[config.mk]
export PLATFORM = sky130hd
export DESIGN_NAME = ttt_game_ctrl
export DESIGN_NICKNAME = d
export VERILOG_FILES = /design/src/rtl/ttt_game_ctrl.sv
export SDC_FILE = /design/constraint.sdc
export NUM_CORES = 1
export LEC_CHECK = 0
export CELL_PAD_IN_SITES_DETAIL_PLACEMENT = 0
export CELL_PAD_IN_SITES_GLOBAL_PLACEMENT = 1
export CORE_UTILIZATION = 47
export CTS_CLUSTER_SIZE = 40
export DETAILED_ROUTE_END_ITERATION = 10
export PLACE_DENSITY_LB_ADDON = 0.1
export SYNTH_ARGS = -nofsm -noshare
export SYNTH_HDL_FRONTEND = slang
export SYNTH_SLANG_ARGS = --single-unit
export TNS_END_PERCENT = 30
[constraint.sdc]
create_clock -name clk -period 5.45 [get_ports clk]
set_clock_uncertainty 0.2 [all_clocks]
set_input_delay 0.8175 -clock clk [delete_from_list [all_inputs] [get_ports clk]]
set_output_delay 0.8175 -clock clk [all_outputs]
set_load 0.01 [all_outputs]
[src/rtl/ttt_game_ctrl.sv]
// Tic-tac-toe game sequencer.
// Turns one-cycle keypad events into moves. It tracks the main/game mode, whose turn it is,
// whether a cell is free, the move count and three-in-a-row detection. It owns the board
// register that the display blocks read.
//
// Ports:
//   clk, rst   system clock; asynchronous active-high reset
//   game_en    level: 1 = game mode, 0 = main (title) screen
//   key_valid  one-cycle strobe qualifying key_code
//   key_code   1..9 = cell, 10 = '*' restart, other codes are ignored
//   board      cell k (1..9) at [19-2k:18-2k]; upper bit = O stone, lower bit = X stone
//   turn_o     0 = X to move, 1 = O to move
//   result     00 playing, 01 X wins, 10 O wins, 11 draw
//   in_main    high while on the main screen
//   illegal    one-cycle pulse, held during PLACE, when the pressed cell is occupied
//   state_o    current FSM state (debug)
module ttt_game_ctrl #(
  parameter int unsigned HOLD_CYCLES = 25000
) (
  input  logic        clk,
  input  logic        rst,
  input  logic        game_en,
  input  logic        key_valid,
  input  logic [3:0]  key_code,
  output logic [17:0] board,
  output logic        turn_o,
  output logic [1:0]  result,
  output logic        in_main,
  output logic        illegal,
  output logic [2:0]  state_o
);

  localparam int unsigned HoldW = (HOLD_CYCLES > 1) ? $clog2(HOLD_CYCLES) : 1;
  localparam logic [HoldW-1:0] HoldMax = HoldW'(HOLD_CYCLES - 1);

  typedef enum logic [2:0] {
    StMain  = 3'd0,
    StWait  = 3'd1,
    StPlace = 3'd2,
    StCheck = 3'd3,
    StOver  = 3'd4
  } state_e;

  state_e           state_q, state_d;
  logic [8:0]       xs_q, xs_d;      // X stones, bit k-1 = cell k
  logic [8:0]       os_q, os_d;      // O stones
  logic [8:0]       cell_q, cell_d;  // one-hot cell latched in WAIT
  logic             turn_q, turn_d;
  logic [1:0]       result_q, result_d;
  logic             illegal_q, illegal_d;
  logic             in_main_q, in_main_d;
  logic [3:0]       move_cnt_q, move_cnt_d;
  logic [HoldW-1:0] hold_cnt_q, hold_cnt_d;

  logic [8:0] key_oh;
  logic [8:0] mv;
  logic       key_is_cell, key_is_star, hold_sat, mover_wins, leave_game;

  always_comb begin
    key_oh = '0;
    for (int i = 0; i < 9; i++) begin
      if (key_code == 4'(i + 1)) key_oh[i] = 1'b1;
    end
  end

  assign key_is_cell = |key_oh;
  assign key_is_star = (key_code == 4'd10);
  assign hold_sat    = (hold_cnt_q == HoldMax);
  assign leave_game  = (state_q != StMain) && !game_en;

  // Only the player who just moved can have completed a line.
  assign mv = turn_q ? os_q : xs_q;
  assign mover_wins = (&mv[2:0]) | (&mv[5:3]) | (&mv[8:6]) |
                      (mv[0] & mv[3] & mv[6]) | (mv[1] & mv[4] & mv[7]) |
                      (mv[2] & mv[5] & mv[8]) |
                      (mv[0] & mv[4] & mv[8]) | (mv[2] & mv[4] & mv[6]);

  // State register
  always_ff @(posedge clk or posedge rst) begin
    if (rst) state_q <= StMain;
    else     state_q <= state_d;
  end

  // Next-state logic; dropping game_en overrides everything, including a key.
  always_comb begin
    state_d = state_q;
    if (leave_game) begin
      state_d = StMain;
    end else begin
      unique case (state_q)
        StMain:  if (game_en) state_d = StWait;
        StWait:  if (key_valid && key_is_cell) state_d = StPlace;
        StPlace: state_d = illegal_q ? StWait : StCheck;
        StCheck: state_d = (mover_wins || move_cnt_q == 4'd9) ? StOver : StWait;
        StOver:  if (hold_sat && key_valid) state_d = StWait;
        default: state_d = StMain;
      endcase
    end
  end

  // Datapath / registered-output next values
  always_comb begin
    xs_d       = xs_q;
    os_d       = os_q;
    cell_d     = cell_q;
    turn_d     = turn_q;
    result_d   = result_q;
    move_cnt_d = move_cnt_q;
    hold_cnt_d = hold_cnt_q;
    illegal_d  = 1'b0;
    in_main_d  = (state_d == StMain);

    if (leave_game || state_q == StMain || !(state_q inside {StWait, StPlace, StCheck, StOver}))
    begin
      // Leaving a game, idling on the title screen or recovering from a bad code: fresh game.
      xs_d       = '0;
      os_d       = '0;
      turn_d     = 1'b0;
      result_d   = 2'b00;
      move_cnt_d = '0;
      hold_cnt_d = '0;
    end else begin
      unique case (state_q)
        StWait: begin
          if (key_valid && key_is_cell) begin
            cell_d = key_oh;
            // Decided here so the flag is a register already high during PLACE.
            illegal_d = |(key_oh & (xs_q | os_q));
          end else if (key_valid && key_is_star) begin
            xs_d       = '0;
            os_d       = '0;
            turn_d     = 1'b0;
            move_cnt_d = '0;
          end
        end
        StPlace: begin
          if (!illegal_q) begin
            if (turn_q) os_d = os_q | cell_q;
            else        xs_d = xs_q | cell_q;
            move_cnt_d = move_cnt_q + 4'd1;
          end
        end
        StCheck: begin
          hold_cnt_d = '0;
          if (mover_wins)                result_d = turn_q ? 2'b10 : 2'b01;
          else if (move_cnt_q == 4'd9)   result_d = 2'b11;
          else                           turn_d   = ~turn_q;
        end
        StOver: begin
          if (hold_sat) begin
            if (key_valid) begin
              xs_d       = '0;
              os_d       = '0;
              turn_d     = 1'b0;
              result_d   = 2'b00;
              move_cnt_d = '0;
              hold_cnt_d = '0;
            end
          end else begin
            hold_cnt_d = hold_cnt_q + 1'b1;
          end
        end
        default: ;
      endcase
    end
  end

  always_ff @(posedge clk or posedge rst) begin
    if (rst) begin
      xs_q       <= '0;
      os_q       <= '0;
      cell_q     <= '0;
      turn_q     <= 1'b0;
      result_q   <= 2'b00;
      illegal_q  <= 1'b0;
      in_main_q  <= 1'b1;
      move_cnt_q <= '0;
      hold_cnt_q <= '0;
    end else begin
      xs_q       <= xs_d;
      os_q       <= os_d;
      cell_q     <= cell_d;
      turn_q     <= turn_d;
      result_q   <= result_d;
      illegal_q  <= illegal_d;
      in_main_q  <= in_main_d;
      move_cnt_q <= move_cnt_d;
      hold_cnt_q <= hold_cnt_d;
    end
  end

  // Board layout: pure rewiring of the stone registers.
  always_comb begin
    board = '0;
    for (int k = 0; k < 9; k++) begin
      board[17 - 2 * k] = os_q[k];
      board[16 - 2 * k] = xs_q[k];
    end
  end

  assign turn_o  = turn_q;
  assign result  = result_q;
  assign in_main = in_main_q;
  assign illegal = illegal_q;
  assign state_o = state_q;

endmodule

==> summary.txt <==
Drt
  – # DRC: 0
  – Count of TritonRoute iterations in the first routing pass: 4
  – WL/cell: 17.66 µm
  – DRT iter0 DRCs: 129
  – Vias per cell: 6.229
  – Remaining antenna violation count: 0
  – Final WL: 7329 µm
  – Via count: 2585

Logic synthesis
  – Async S/R FF share, synth: 100.0%
  – Primary FF master, synth: dfrtp_1
  – Post-Synth Adder-Cell Area: 1.258%
  – Post-synth EDFFs: 0
  – XOR/XNOR share of the synthesized area: 0.5872%
  – Syn. warnings: 0
  – Share of Yosys cell area claimed by the top area cell type: 44.46%
  – Synth Area in Compound Gates: 23.70%
  – Synth Area in Simple Gates: 22.57%
  – Yosys top cell by area: dfrtp_1
  – Cell count after synthesis: 316
  – Top cells by area, synth: dfrtp_1 44%, a41oi_1 5.3%, nor2_1 4.5%
  – Largest family of logic cells by synthesized area: compound AO/OA/AOI/OAI gates
  – Proportion of synthesized area in mux cells: 1.762%
  – Post-synthesis cell type count: 60
  – Seq/Total Area, Yosys: 45.34%
  – Post-synthesis net count: 327
  – Synth Register Bits: 54
  – Post-Syn Area per Cell: 9.439 µm²
  – Synth Cell Area: 2983 µm²

Clocking
  – Sink Count: 54
  – CTS-repair resized insts: 0
  – CTS buffer count: 5
  – CTS Hold Bufs: 0
  – Clock buffer depth: 2
  – Worst-Skew Late Latency: 0.31 ns
  – CTS tree: yes
  – H-tree Lvls: 2
  – Root Driver: clkbuf_8
  – Reg clk slew, reported paths: 0.09 ns
  – Post-CTS Setup Bufs: 0

Worst setup path
  – CP max-delay cell: clkdlybuf4s50_1
  – Worst setup SP type: input pin
  – Crit path kind: in -> reg
  – CP endpoint kind: flop
  – Worst Path Arrival: 3.31 ns
  – CP max FO: 24
  – CP peak stage delay: 0.81 ns
  – CP cell instances: clkdlybuf4s50_1 > nor4bb_1 > a21boi_0 > o21bai_1 > buf_4 > and3_1 > nor2_1
  – Req. time, crit path: 5.42 ns

Timing
  – Part of the cycle the worst path needs: 61.31%
  – Slew Limit Fails: 0
  – Worst Tran Pin Value: 1.122 ns
  – Max Clk Rate: 0.2993 GHz
  – Relative slew slack: 24.51%
  – # setup viols final: 0
  – Final min period: 3.342 ns
  – Final Hold Vio Count: 0
  – Sum of negative setup slack: 0 ns
  – Unrepaired setup endpoints after global routing: false

Die
  – Row cnt: 28
  – Die extent in y: 81.67 µm
  – Full die area: 6669 µm²
  – Starting density of the core: 49.50%
  – CORE AREA: 6026 µm²
  – Die width: 81.67 µm
  – I/O pins: 34

Global routing
  – Antenna violations before repair: 0
  – Pin count of the biggest net entering global routing: 55
  – First-pass GRT wire length: 12210 µm
  – Total congestion overflow: 0
  – Total global-route track usage: 23.89%
  – Vias in the first global route: 2456

Layout
  – Antenna fix cells: 0
  – Share of cells above drive strength 1: 5.882%
  – Filler cell count: 580
  – Layout area overhead: 14.51%
  – Nets: 350
  – Final instance area: 3416 µm²

Min path
  – Hold Crit Class: reg -> reg

Power and ir drop
  – Cell Pwr Density: 229.7 nW/µm²
  – Pwr Total: 784.5 µW
  – Leakage: 1.308 nW
  – Worst vdd ir: 0.1240 mV

Placement
  – Global placement routability congestion: 0.8609
  – Port Buf Inserts: 33
  – HPWL after detailed placement: 5030 µm
  – Area after DPL: 3324 µm²

Status
  – Status: finished clean

Flow run
  – Number of max-cap violations: 0
[worst max-delay path: cells and delay by family]
family / cells / cell delay (ns)
AOI/OAI and AO/OA: 2 / 0.30
buffers and inverters: 2 / 1.09
and+or+nand+nor: 3 / 1.09
[cells in the final DEF (no fill, tap or decap), types with 7 or more instances in the layout]
cell type        count
nand2_1             21
a22oi_1              8
clkdlybuf4s50_1     33
a21oi_1             18
o21ai_0              7
dfrtp_1             53
nor2_1              36
inv_1               10
a41oi_1             18
o31ai_1              9
nand3_1             11
[synth_stat cells, types with 3 or more instances]
cell	count
or3_1	5
nor3_1	4
a21oi_1	18
nor2b_1	3
clkbuf_1	12
o31ai_1	9
o41ai_1	5
a41oi_1	18
ha_1	3
dfrtp_1	53
mux2i_1	3
a21o_1	5
or4_1	6
nand3b_1	4
buf_2	3
o21ai_1	5
o32ai_1	4
and3_1	4
a22oi_1	8
nand4_1	5
and2_1	3
nand3_1	11
inv_1	11
nand2_1	21
o21ai_0	7
nor2_1	36
a22o_1	3
nand2b_1	6
[state kept, by name, summed over array words and instances (netlist names)]
register and cells:
cell_q 9, hold_cnt_q 15, illegal 1, in_main 1
move_cnt_q 4, os_q 9, result 2, state_o 3
turn_o 1, xs_q 9
[power by group]
part / internal, mW / switching (mW) / leakage [nW] / total (mW)
sequential: 0.413 / 0.0305 / 0.744 / 0.444
combinational: 0.0443 / 0.0650 / 0.516 / 0.109
clock: 0.103 / 0.129 / 0.0482 / 0.231
[metal layers]
layer	up-vias	share of wire (%)	GRT usage (%)
met4	0	1.8	8.246
met5	-	0	0
li1	1240	-	-
met1	1270	49	34.99
met2	65	44	36.00
met3	10	4.7	3.444
[layout make-up]
type                            count  area, µm²  share of cell area, %
Inverter                           12      45.04                  1.319
Tap cell                           75      93.84                  2.747
Sequential cell                    54       1353                  39.60
Timing Repair Buffer               35      345.3                  10.11
Clock inverter                      1      5.005                 0.1465
Clock buffer                        7      86.33                  2.527
Multi-Input combinational cell    231       1488                  43.55
[cells by family (layout without fill, tap and decap cells)]
| family | count (synthesis) | in the layout |
|---|---|---|
| simple gates | 124 | 124 |
| compound gates | 97 | 97 |
| flops | 54 | 54 |
| buf+inv | 31 | 55 |
| mux | 5 | 5 |
| fa+ha+maj | 3 | 3 |
| xor+xnor | 2 | 2 |
[metrics by stage]
stage,setup slack (ns),util (%),hold slack (ns),instances
2_1_floorplan,2.970,-,0.2649,316
3_3_place_gp,1.867,55.17,0.2929,407
3_5_place_dp,1.770,55.17,0.2951,407
4_1_cts,2.094,56.69,0.3165,415
5_1_grt,1.797,56.69,0.3450,415
6_report,2.108,56.69,0.3169,415
[path summary, 6_finish.rpt]
check                      slack, ns                       from                        end  depth (start not counted)
max                             2.11                key_code[1]        xs_q[7]$_DFFE_PP0P_                          7
min                             0.32      cell_q[7]$_DFFE_PP0P_      cell_q[7]$_DFFE_PP0P_                          2
max reg2reg                     2.32  hold_cnt_q[3]$_DFFE_PP0P_        xs_q[7]$_DFFE_PP0P_                          5
min reg2reg                     0.32      cell_q[7]$_DFFE_PP0P_      cell_q[7]$_DFFE_PP0P_                          2
max in group asynchronous       3.77                        rst        xs_q[3]$_DFFE_PP0P_                          3
min in group asynchronous       0.82                        rst  hold_cnt_q[0]$_DFFE_PP0P_                          3
Note: power is estimated with default switching activity, not from simulation.
